**src/rtl/exec_pipe_ctrl.sv**
```systemverilog
// Execution-stage hazard controller: forwarding selects, load-use bubbles, multicycle hold, jump flush.
// Optional performance counters are enabled by defining EXEC_CTRL_PERF_EN.
module exec_pipe_ctrl #(
  parameter int RA_W   = 5,
  parameter int MC_LAT = 4
) (
  input  logic            clock,
  input  logic            reset,
  input  logic            id_valid,
  input  logic [RA_W-1:0] id_rs1,
  input  logic [RA_W-1:0] id_rs2,
  input  logic            id_use_rs1,
  input  logic            id_use_rs2,
  input  logic [RA_W-1:0] id_rd,
  input  logic            id_reg_wr,
  input  logic            id_mem_rd,
  input  logic            id_mc,
  input  logic            ex_jump_flag,
  output logic            stall_pc,
  output logic            stall_ifid,
  output logic            flush_ifid,
  output logic            ex_busy,
  output logic [1:0]      fwd_a_sel,
  output logic [1:0]      fwd_b_sel
`ifdef EXEC_CTRL_PERF_EN
  ,
  output logic [31:0]     perf_stall_cyc,
  output logic [31:0]     perf_flush_cnt
`endif
);

  localparam int CNT_W = $clog2(MC_LAT);
  localparam logic [CNT_W-1:0] MC_LOAD = CNT_W'(MC_LAT - 1);

  typedef enum logic [1:0] {MODE_NORM, MODE_LU, MODE_JUMP, MODE_BUSY} mode_t;

  logic             vld_p0, vld_p1, vld_p2;
  logic [RA_W-1:0]  ex_rs1_p0, ex_rs2_p0, ex_rd_p0;
  logic             ex_wr_p0, ex_mrd_p0, ex_mc_p0;
  logic [RA_W-1:0]  mem_rd_p1, wb_rd_p2;
  logic             mem_wr_p1, wb_wr_p2;
  logic [CNT_W-1:0] mc_cnt;
  logic             jump, lu;
  mode_t            mode;

  function automatic logic fwd_hit(input logic v, input logic wr,
                                   input logic [RA_W-1:0] rd, input logic [RA_W-1:0] rs);
    return v & wr & (rd != '0) & (rd == rs);
  endfunction

  function automatic logic [1:0] fwd_sel(input logic [RA_W-1:0] rs);
    if (!vld_p0)                                  return 2'b00;
    else if (fwd_hit(vld_p1, mem_wr_p1, mem_rd_p1, rs)) return 2'b01;
    else if (fwd_hit(vld_p2, wb_wr_p2, wb_rd_p2, rs))   return 2'b10;
    else                                          return 2'b00;
  endfunction

  assign ex_busy = vld_p0 & ex_mc_p0 & (mc_cnt != '0);
  assign jump    = ex_jump_flag & vld_p0 & ~ex_busy;
  assign lu      = vld_p0 & ex_mrd_p0 & ex_wr_p0 & (ex_rd_p0 != '0) & id_valid &
                   ((id_use_rs1 & (id_rs1 == ex_rd_p0)) | (id_use_rs2 & (id_rs2 == ex_rd_p0)));

  always_comb begin
    mode = MODE_NORM;
    if (ex_busy)   mode = MODE_BUSY;
    else if (jump) mode = MODE_JUMP;
    else if (lu)   mode = MODE_LU;
  end

  assign stall_pc   = (mode == MODE_BUSY) | (mode == MODE_LU);
  assign stall_ifid = stall_pc;
  assign flush_ifid = (mode == MODE_JUMP);
  assign fwd_a_sel  = fwd_sel(ex_rs1_p0);
  assign fwd_b_sel  = fwd_sel(ex_rs2_p0);

  // ID -> EX (p0) -> MEM (p1) -> WB (p2): valid bits and multicycle counter
  always_ff @(posedge clock or negedge reset) begin
    if (!reset) begin
      vld_p0 <= 1'b0;
      vld_p1 <= 1'b0;
      vld_p2 <= 1'b0;
      mc_cnt <= '0;
    end else begin
      vld_p2 <= vld_p1;
      case (mode)
        MODE_BUSY: begin
          vld_p1 <= 1'b0;
          mc_cnt <= mc_cnt - CNT_W'(1);
        end
        MODE_JUMP, MODE_LU: begin
          vld_p1 <= vld_p0;
          vld_p0 <= 1'b0;
        end
        default: begin
          vld_p1 <= vld_p0;
          vld_p0 <= id_valid;
          mc_cnt <= (id_valid & id_mc) ? MC_LOAD : '0;
        end
      endcase
    end
  end

  // Destination/source fields only matter when their valid bit is set
  always_ff @(posedge clock) begin
    wb_rd_p2  <= mem_rd_p1;
    wb_wr_p2  <= mem_wr_p1;
    mem_rd_p1 <= ex_rd_p0;
    mem_wr_p1 <= ex_wr_p0;
    if (mode == MODE_NORM) begin
      ex_rs1_p0 <= id_rs1;
      ex_rs2_p0 <= id_rs2;
      ex_rd_p0  <= id_rd;
      ex_wr_p0  <= id_reg_wr;
      ex_mrd_p0 <= id_mem_rd;
      ex_mc_p0  <= id_mc;
    end
  end

`ifdef EXEC_CTRL_PERF_EN
  function automatic logic [31:0] sat_inc(input logic [31:0] c, input logic en);
    return (en && (c != 32'hFFFF_FFFF)) ? c + 32'd1 : c;
  endfunction

  always_ff @(posedge clock or negedge reset) begin
    if (!reset) begin
      perf_stall_cyc <= '0;
      perf_flush_cnt <= '0;
    end else begin
      perf_stall_cyc <= sat_inc(perf_stall_cyc, stall_pc);
      perf_flush_cnt <= sat_inc(perf_flush_cnt, flush_ifid);
    end
  end
`endif

endmodule

```
**config.mk**
```make
export PLATFORM = sky130hd
export DESIGN_NAME = exec_pipe_ctrl
export DESIGN_NICKNAME = d
export VERILOG_FILES = /design/src/rtl/exec_pipe_ctrl.sv
export SDC_FILE = /design/constraint.sdc
export NUM_CORES = 1
export LEC_CHECK = 0
export ABC_CLOCK_PERIOD_IN_PS = 3250
export BUFFER_PORTS_ARGS = -buffer_cell sky130_fd_sc_hd__buf_2
export CAP_MARGIN = 20
export CORE_UTILIZATION = 35
export DETAILED_ROUTE_END_ITERATION = 12
export HOLD_SLACK_MARGIN = 0.1
export PLACE_DENSITY = 0.57
export SYNTH_ARGS = -nofsm -noshare
export SYNTH_HDL_FRONTEND = slang
export SYNTH_SLANG_ARGS = --single-unit
export TNS_END_PERCENT = 100
```
**constraint.sdc**
```tcl
create_clock -name clock -period 3.25 [get_ports clock]
set_clock_uncertainty 0.1 [all_clocks]
set_input_delay 0.1625 -clock clock [delete_from_list [all_inputs] [get_ports clock]]
set_output_delay 0.1625 -clock clock [all_outputs]
set_load 0.01 [all_outputs]
```
Word level (Yosys, flattened, before mapping)

Cells that the tools add are included.

Register bits after elaboration: 35
Bits of input ports: 24
Output and inout port bits: 8
Logic and storage cells: 66

$add $sub $neg: 1
Reductions and logical operators: 6
Mux-type cells: 13
Bitwise operators: 23
Equality and inequality tests: 9

Operators by type and width:

| kind                  | count |
|---|---|
| $eq A5 B5 Y1          | 6 |
| $and A1 B1 Y1         | 20 |
| $mux W2               | 9 |
| $reduce_bool A5 Y1    | 3 |
| $eq A2 B2 Y1 const B  | 2 |
| $pmux W2 S2           | 1 |
| $eq A2 B1 Y1 const B  | 1 |
| $logic_not A2 Y1      | 1 |
| $mux W1               | 2 |
| $or A1 B1 Y1          | 2 |
| $pmux W1 S2           | 1 |
| $reduce_bool A2 Y1    | 1 |
| $reduce_or A2 Y1      | 1 |
| $sub A2 B1 Y2 const B | 1 |
| $not A1 Y1            | 1 |

Longest topological paths before layout

Gate-level depths: netlist of the first run.

Depth in word-level cells: 11
Gate-level depth with buffers: 8
Gate-level depth less buffers: 8

Least setup slack after synthesis of the first run

OpenSTA, ideal clock, no wires.

Path kind: reg2reg
Start point: register ex_rd_p0[1]
End point: register ex_mc_p0 (enable)
Data required time: 2.774 ns
Arrival time: 1.764 ns
Stages on the path, launching flop included: 5
Clock period less this slack: 2.240 ns
Slack: 1.010 ns
Setup time: 0.376 ns
Buffers on the path: 0
Cell sequence: edfxtp_1 > or4_1 > nor2_1 > o41a_1 > ha_1

Cells in the longest elaborated chain, start to end: 8
Elaborated cells on any way between the ends: 13
Those cells by class: 2 x eq/ne; 3 x mux; 6 x bitwise; 2 x reduce/logical

RTL lines:

| what                                               | line   | text |
|---|---|---|
| from (decl)                                        | 38     | `logic [RA_W-1:0] ex_rs1_p0, ex_rs2_p0, ex_rd_p0;` |
| from (signal assigned)                             | 112    | `ex_rd_p0 <= id_rd;` |
| $eq A5 B5 Y1 or $reduce_bool A5 Y1 (tied branches) | 61, 60 |  |
| $and A1 B1 Y1 (on tied branches)                   | 61, 60 |  |
| $or A1 B1 Y1 or $and A1 B1 Y1 (tied branches)      | 61, 60 |  |
| $and A1 B1 Y1 (*)                                  | 60     | `assign lu = vld_p0 & ex_mrd_p0 & ex_wr_p0 & (ex_rd_p0 != '0) & id_valid &` |
| $mux W1 (*)                                        | 67     | `else if (lu) mode = MODE_LU;` |
| $mux W2 (*)                                        | 66     | `else if (jump) mode = MODE_JUMP;` |
| $mux W2 (*)                                        | 65     | `if (ex_busy) mode = MODE_BUSY;` |
| $logic_not A2 Y1 (*)                               | 109    | `if (mode == MODE_NORM) begin` |
| to (signal assigned)                               | 115    | `ex_mc_p0 <= id_mc;` |
| to (decl)                                          | 39     | `logic ex_wr_p0, ex_mrd_p0, ex_mc_p0;` |

Mark *: on every way between the ends. The rest lies on a longest branch, timed or not.
A chain may end at the register's enable or synchronous reset.

Worst setup path after layout of the first run

Start point: input id_rs1[2]
End point: register ex_mc_p0 (enable)

Cells in the longest elaborated chain, start to end: 8

RTL lines:

| what             | line | text |
|---|---|---|
| from (decl)      | 10   | `input logic [RA_W-1:0] id_rs1,` |
| $eq A5 B5 Y1     | 61   | `((id_use_rs1 & (id_rs1 == ex_rd_p0)) \| (id_use_rs2 & (id_rs2 == ex_rd_p0)));` |
| $and A1 B1 Y1    | 61   |  |
| $or A1 B1 Y1     | 61   |  |
| $and A1 B1 Y1    | 60   |  |
| $mux W1          | 67   |  |
| $mux W2          | 66   |  |
| $mux W2          | 65   |  |
| $logic_not A2 Y1 | 109  |  |

No other way between the ends.

==> impl_metrics.json, run 1 <==
{
  "outcome": "completed",
  "tightest_slew_ps": 445,
  "cts.sinks": 35,
  "hold_class": "in -> async",
  "clk_pin_slew_ps": 70,
  "start_kind": "input pin",
  "start_util": 0.366,
  "worstPathArrival_ps": 2400,
  "clockRootBuffer": "clkbuf_8",
  "post_cts_buffers": 0,
  "antenna_found_initial": 0,
  "netlist_area_mm2": 0.00147,
  "path_max_fanout": 11,
  "fin_cells": 220,
  "die_y_um": 66.7,
  "dp_hpwl_um": 2270,
  "port_buffers": 31,
  "hold_viol_final": 0,
  "final_nets": 196,
  "path_cells": "dlygate4sd3_1 -> buf_2 -> xor2_1 -> nor4_1 -> and3_1 -> a31oi_1 -> o41a_1 -> ha_1 -> buf_4",
  "io_pins": 32,
  "vias_per_cell": 4.67,
  "fp.dieArea_mm2": 0.00445,
  "crit_slowest_cell": "dlygate4sd3_1",
  "syn_area_per_cell_um2": 13.2,
  "die_w_um": 66.7,
  "multi_input_area_um2": 537,
  "yosys.area_share.simple": 0.115,
  "slew-limit-headroom": 0.700,
  "stdcell_area_mm2": 0.00196,
  "synth_xor_area_frac": 0.179,
  "avgRoutedWirePerCell_um": 13.5,
  "final_common_cell": "buf_2",
  "cts_resized": 0,
  "most-common-layout-cells": "buf_2, xor2_1, dlygate4sd3_1, edfxtp_1, dfxtp_1",
  "r2r_end": "ex_mc_p0",
  "drt-total-wl_um": 2980,
  "syn_inst": 111,
  "clock_path_buffers": 2,
  "core_mm2": 0.00400,
  "synth_fp_nets": 138,
  "rrSetupSlack_ps": 810,
  "ys_warn_count": 0,
  "p_leak_nw": 0.819,
  "cts_tree": "yes",
  "ys_seq_area_frac": 0.618,
  "drv_slew": 0,
  "setup-tns-final_ps": 0,
  "cp-end-kind": "flop",
  "drtAntennaViolNets": 0,
  "ir_worst_vdd_v": 0.000342,
  "cts.htree.levels": 2,
  "place_area_mm2": 0.00168,
  "grt_overflow": 0,
  "drt_iter0_drc": 9,
  "cp_slowest_stage_delay_ps": 540,
  "synth_mux_area_frac": 0,
  "path_class": "in -> reg",
  "rsz0062_at_grt": "no",
  "fmax_mhz": 406,
  "setup_violations": 0,
  "regArea_um2": 906,
  "ys_ff_latch": 35,
  "reg2reg_from": "ex_rd_p0[4]",
  "min_period_ps": 2470,
  "dp.cells": 192,
  "cap_violations": 0,
  "grt_max_degree": 12,
  "grt_pass1_vias": 1049,
  "antenna_cells": 0,
  "rows": 23,
  "post-route-util": 0.491,
  "yosys.area_share.adder": 0.0256,
  "synth_top_family_by_area": "XOR/XNOR gates",
  "grt_pass1_wl_um": 4710,
  "place_congestion": 0.850,
  "drc": 0,
  "fill_cells": 366,
  "cts_buffers": 5,
  "first_pass_iters": 4,
  "yosys.cell_types.count": 25,
  "vias": 1028,
  "area_growth_pct": 34.1,
  "period_share": 0.758,
  "cp.required_ps": 3180,
  "r2r_cells": 7,
  "p_per_area_mw_per_mm2": 797,
  "grt_use_total": 0.152,
  "clkLatencyLatePin_ps": 280,
  "drive_gt1_frac": 0.241,
  "synth_compound_area_frac": 0.0461
}
## kinds of logic (layout without fill, tap and decap cells)
family          after synthesis  after routing
compound gates                9              9
xor+xnor                     30             30
simple gates                 29             29
fa+ha+maj                     3              3
buf+inv                       5             64
flops                        35             35
## cells in the mapped netlist
master,instances,share of area
nand2_1,7,0.018
o2111ai_1,1,0.0060
o21ai_0,4,0.014
nand3b_1,2,0.010
dfxtp_1,12,0.16
and3_1,1,0.0043
ha_1,3,0.026
or4_1,4,0.020
xor2_1,20,0.12
o211ai_2,1,0.0085
nand3_1,4,0.014
o41ai_1,1,0.0060
a31oi_1,1,0.0043
buf_4,1,0.0051
nor2_1,1,0.0026
xnor2_1,10,0.060
inv_1,4,0.010
and2_2,1,0.0051
edfxtp_1,18,0.37
dfrtp_1,5,0.085
nor4_2,1,0.0085
and2_1,2,0.0085
nor4_1,4,0.017
o41a_1,1,0.0077
nor3_1,2,0.0068
## metrics by stage
step | hold WS, ps | power, mW | setup WS [ps]
2_1_floorplan | -233 | 1.12 | 1010
3_3_place_gp | -122 | 1.25 | 875
3_5_place_dp | -121 | 1.27 | 809
4_1_cts | 108 | 1.59 | 765
5_1_grt | 120 | 1.68 | 678
6_report | 112 | 1.56 | 785
## worst max path at each step
stage,startpoint,end,slack [ps],cells past startpoint
after floorplan,ex_rd_p0[1],ex_mc_p0,1010,4
after global routing,id_rs1[4],ex_mc_p0,680,9
after detailed placement,ex_rd_p0[2],ex_rs2_p0[0],810,7
after CTS,id_rs1[2],ex_mc_p0,770,9
after global placement,ex_rd_p0[2],ex_rs2_p0[0],880,7
final,id_rs1[2],ex_mc_p0,780,9
## where the power goes
part / internal (mW) / switching (mW) / total [mW]
clock network: 0.150 / 0.145 / 0.295
logic: 0.216 / 0.223 / 0.439
registers: 0.673 / 0.158 / 0.830
## state kept, by name (all words and copies together), names as in the netlist
register,flops
ex_mc_p0,1
ex_mrd_p0,1
ex_rd_p0,5
ex_rs1_p0,5
ex_rs2_p0,5
ex_wr_p0,1
mc_cnt,2
mem_rd_p1,5
mem_wr_p1,1
vld_p0,1
vld_p1,1
vld_p2,1
wb_rd_p2,5
wb_wr_p2,1
## area by class of cell
class                           instances  share of cell area
Timing Repair Buffer                   52               0.185
Tap cell                               50              0.0318
Inverter                                4             0.00764
Sequential cell                        35               0.461
Clock inverter                          1             0.00255
Clock buffer                            7              0.0389
Multi-Input combinational cell         71               0.273
## critical path, delay by kind of cell
family / cells / cell delay, ps
xor+xnor: 1 / 130
simple gates: 2 / 440
buf+inv: 3 / 920
compound gates: 2 / 410
fa+ha+maj: 1 / 340
## per-layer routing
metal | GRT usage | up-vias | wire, µm
li1 | - | 509 | -
met1 | 0.158 | 478 | 1190
met2 | 0.259 | 31 | 1500
met3 | 0.0497 | 10 | 168
met4 | 0.101 | 0 | 119
met5 | 0 | - | 0
## repair_timing
item / 4_1_cts / 5_1_grt
endpoints found under the setup margin: 0 / 0
hold endpoints to repair: 24 / 0
hold buffers: 20 / 0
Power figures use the tool's default switching activity.
==> inputs of run 2 (changes only) <==
--- a/config.mk
+++ b/config.mk
@@ -5,7 +5,7 @@
 export SDC_FILE = /design/constraint.sdc
 export NUM_CORES = 1
 export LEC_CHECK = 0
-export ABC_CLOCK_PERIOD_IN_PS = 3250
+export ABC_CLOCK_PERIOD_IN_PS = 2400
 export BUFFER_PORTS_ARGS = -buffer_cell sky130_fd_sc_hd__buf_2
 export CAP_MARGIN = 20
 export CORE_UTILIZATION = 35
==> constraint.sdc (replaced) <==
create_clock -name clock -period 2.4 [get_ports clock]
set_clock_uncertainty 0.1 [all_clocks]
set_input_delay 0.12 -clock clock [delete_from_list [all_inputs] [get_ports clock]]
set_output_delay 0.12 -clock clock [all_outputs]
set_load 0.01 [all_outputs]
==> run 2 against run 1 <==
Sequential power grew 34%. Count of clock-buffer cells in the layout is the same. Via count grew 3.2%. Worst setup slack worse by 710 ps. Sequential share of layout area fell by 1.3 points. Die area unchanged. Routed wire length down 0.27%. First-iteration DRC count rose to 3.6 times the previous value. Global-route usage grew 0.16 points. Non-clock buffer count increased by 6. Clock power increased by 38%. Largest cell class unchanged. Highest routed layer unchanged.
==> impl_metrics.json, run 2 (synthesized netlist as in run 1, its figures left out) <==
{
  "period_share": 0.967,
  "antenna_cells": 0,
  "hold_viol_final": 0,
  "cp-end-kind": "output pin",
  "clockRootBuffer": "clkbuf_8",
  "stdcell_area_mm2": 0.00202,
  "start_util": 0.366,
  "cts_buffers": 5,
  "antenna_found_initial": 0,
  "core_mm2": 0.00400,
  "die_w_um": 66.7,
  "setup_violations": 0,
  "cts_tree": "yes",
  "rows": 23,
  "most-common-layout-cells": "buf_2, dlygate4sd3_1, xor2_1, edfxtp_1, dfxtp_1",
  "start_kind": "input pin",
  "cp_slowest_stage_delay_ps": 540,
  "p_per_area_mw_per_mm2": 1090,
  "min_period_ps": 2320,
  "ir_worst_vdd_v": 0.000506,
  "cap_violations": 0,
  "cts.sinks": 35,
  "slew-limit-headroom": 0.694,
  "combPwrFrac": 0.312,
  "grt_pass1_vias": 1086,
  "final_common_cell": "buf_2",
  "tightest_slew_ps": 453,
  "setup-tns-final_ps": 0,
  "cpLargestDelayFamily": "buffers and inverters",
  "grt_max_degree": 12,
  "p_int_mw": 1.46,
  "dp_slack_ps": 140,
  "crit_slowest_cell": "dlygate4sd3_1",
  "cts.htree.levels": 2,
  "drt_iter0_drc": 32,
  "grt_overflow": 0,
  "outcome": "completed",
  "dp_hpwl_um": 2160,
  "switchingPower_uw": 737,
  "fp.dieArea_mm2": 0.00445,
  "port_buffers": 31,
  "grt_use_total": 0.154,
  "p_leak_nw": 0.847,
  "drt-total-wl_um": 2970,
  "clock_path_buffers": 2,
  "place_area_mm2": 0.00170,
  "avgRoutedWirePerCell_um": 13.1,
  "path_buf_inv": 3,
  "worstPathArrival_ps": 2100,
  "path_cells": "dlygate4sd3_1 -> buf_2 -> xor2_1 -> nor4_1 -> and3_1 -> a31oi_1 -> o41a_1 -> ha_2 -> buf_6",
  "grt_pass1_wl_um": 4730,
  "area_growth_pct": 37.9,
  "clkPwrFrac": 0.185,
  "power_frac_seq": 0.504,
  "fin_cells": 226,
  "post-route-util": 0.505,
  "fmax_mhz": 431,
  "drive_gt1_frac": 0.267,
  "vias": 1061,
  "whs_ps": 267,
  "finalWorstSetupSlack_ps": 78.1,
  "vias_per_cell": 4.69,
  "clk_pin_slew_ps": 60,
  "final_nets": 202,
  "drc": 0,
  "swShare": 0.335,
  "cp.required_ps": 2180,
  "hold_class": "reg -> reg",
  "drtAntennaViolNets": 0,
  "clkLatencyLatePin_ps": 290,
  "path_max_fanout": 2,
  "finalPower_mw": 2.20,
  "drv_slew": 0,
  "path_class": "in -> out",
  "io_pins": 32,
  "dp.cells": 194,
  "place_congestion": 0.820,
  "rsz0062_at_grt": "yes",
  "die_y_um": 66.7,
  "first_pass_iters": 4
}
==> run 2: layer usage <==
metal	part of all wire	up-vias	track usage
met4	0.021	0	0.0878
met3	0.048	6	0.0565
li1	-	521	-
met1	0.44	505	0.173
met5	0	-	0
met2	0.49	29	0.249
==> run 2: layout make-up <==
type | instances | area [µm²]
tap | 50 | 62.6
fill | 346 | 1980
sequential | 35 | 906
inverter | 4 | 15.0
timing repair buffer | 58 | 417
multi-input combinational | 71 | 539
clock inverter | 1 | 5.00
clock buffer | 7 | 76.3
==> run 2: path summary, 6_finish.rpt <==
check | from | end | slack, ps | cells past startpoint
max reg2reg | ex_rd_p0[1] | ex_rs2_p0[3] | 180 | 6
min reg2reg | mem_wr_p1 | wb_wr_p2 | 270 | 0
min | mem_wr_p1 | wb_wr_p2 | 270 | 0
max | id_rs1[2] | flush_ifid | 80 | 9
max in group asynchronous | reset | vld_p0 | 1340 | 3
min in group asynchronous | reset | mc_cnt[1] | 650 | 3
==> run 2: power by group through the flow <==
stage          clock network, mW  logic, mW  registers [mW]
3_3_place_gp                   0      0.593            1.13
2_1_floorplan                  0      0.435            1.08
5_1_grt                    0.444      0.761            1.14
4_1_cts                    0.418      0.636            1.12
6_report                   0.406      0.685            1.11
3_5_place_dp                   0      0.606            1.13
==> run 2: worst register-to-register path, stage by stage (launching register included) <==
cell      delay [ps]
edfxtp_1         400
buf_4            160
or4_1            540
nor2_1           150
o41a_1           190
ha_1             180
buf_4            200
==> run 2: timing repair <==
action / 4_1_cts / 5_1_grt
hold buffers: 21 / 0
setup buffers: 0 / 3
endpoints found under the setup margin: 0 / 3
endpoints found under the hold margin: 24 / 0
resized for setup: 0 / 2
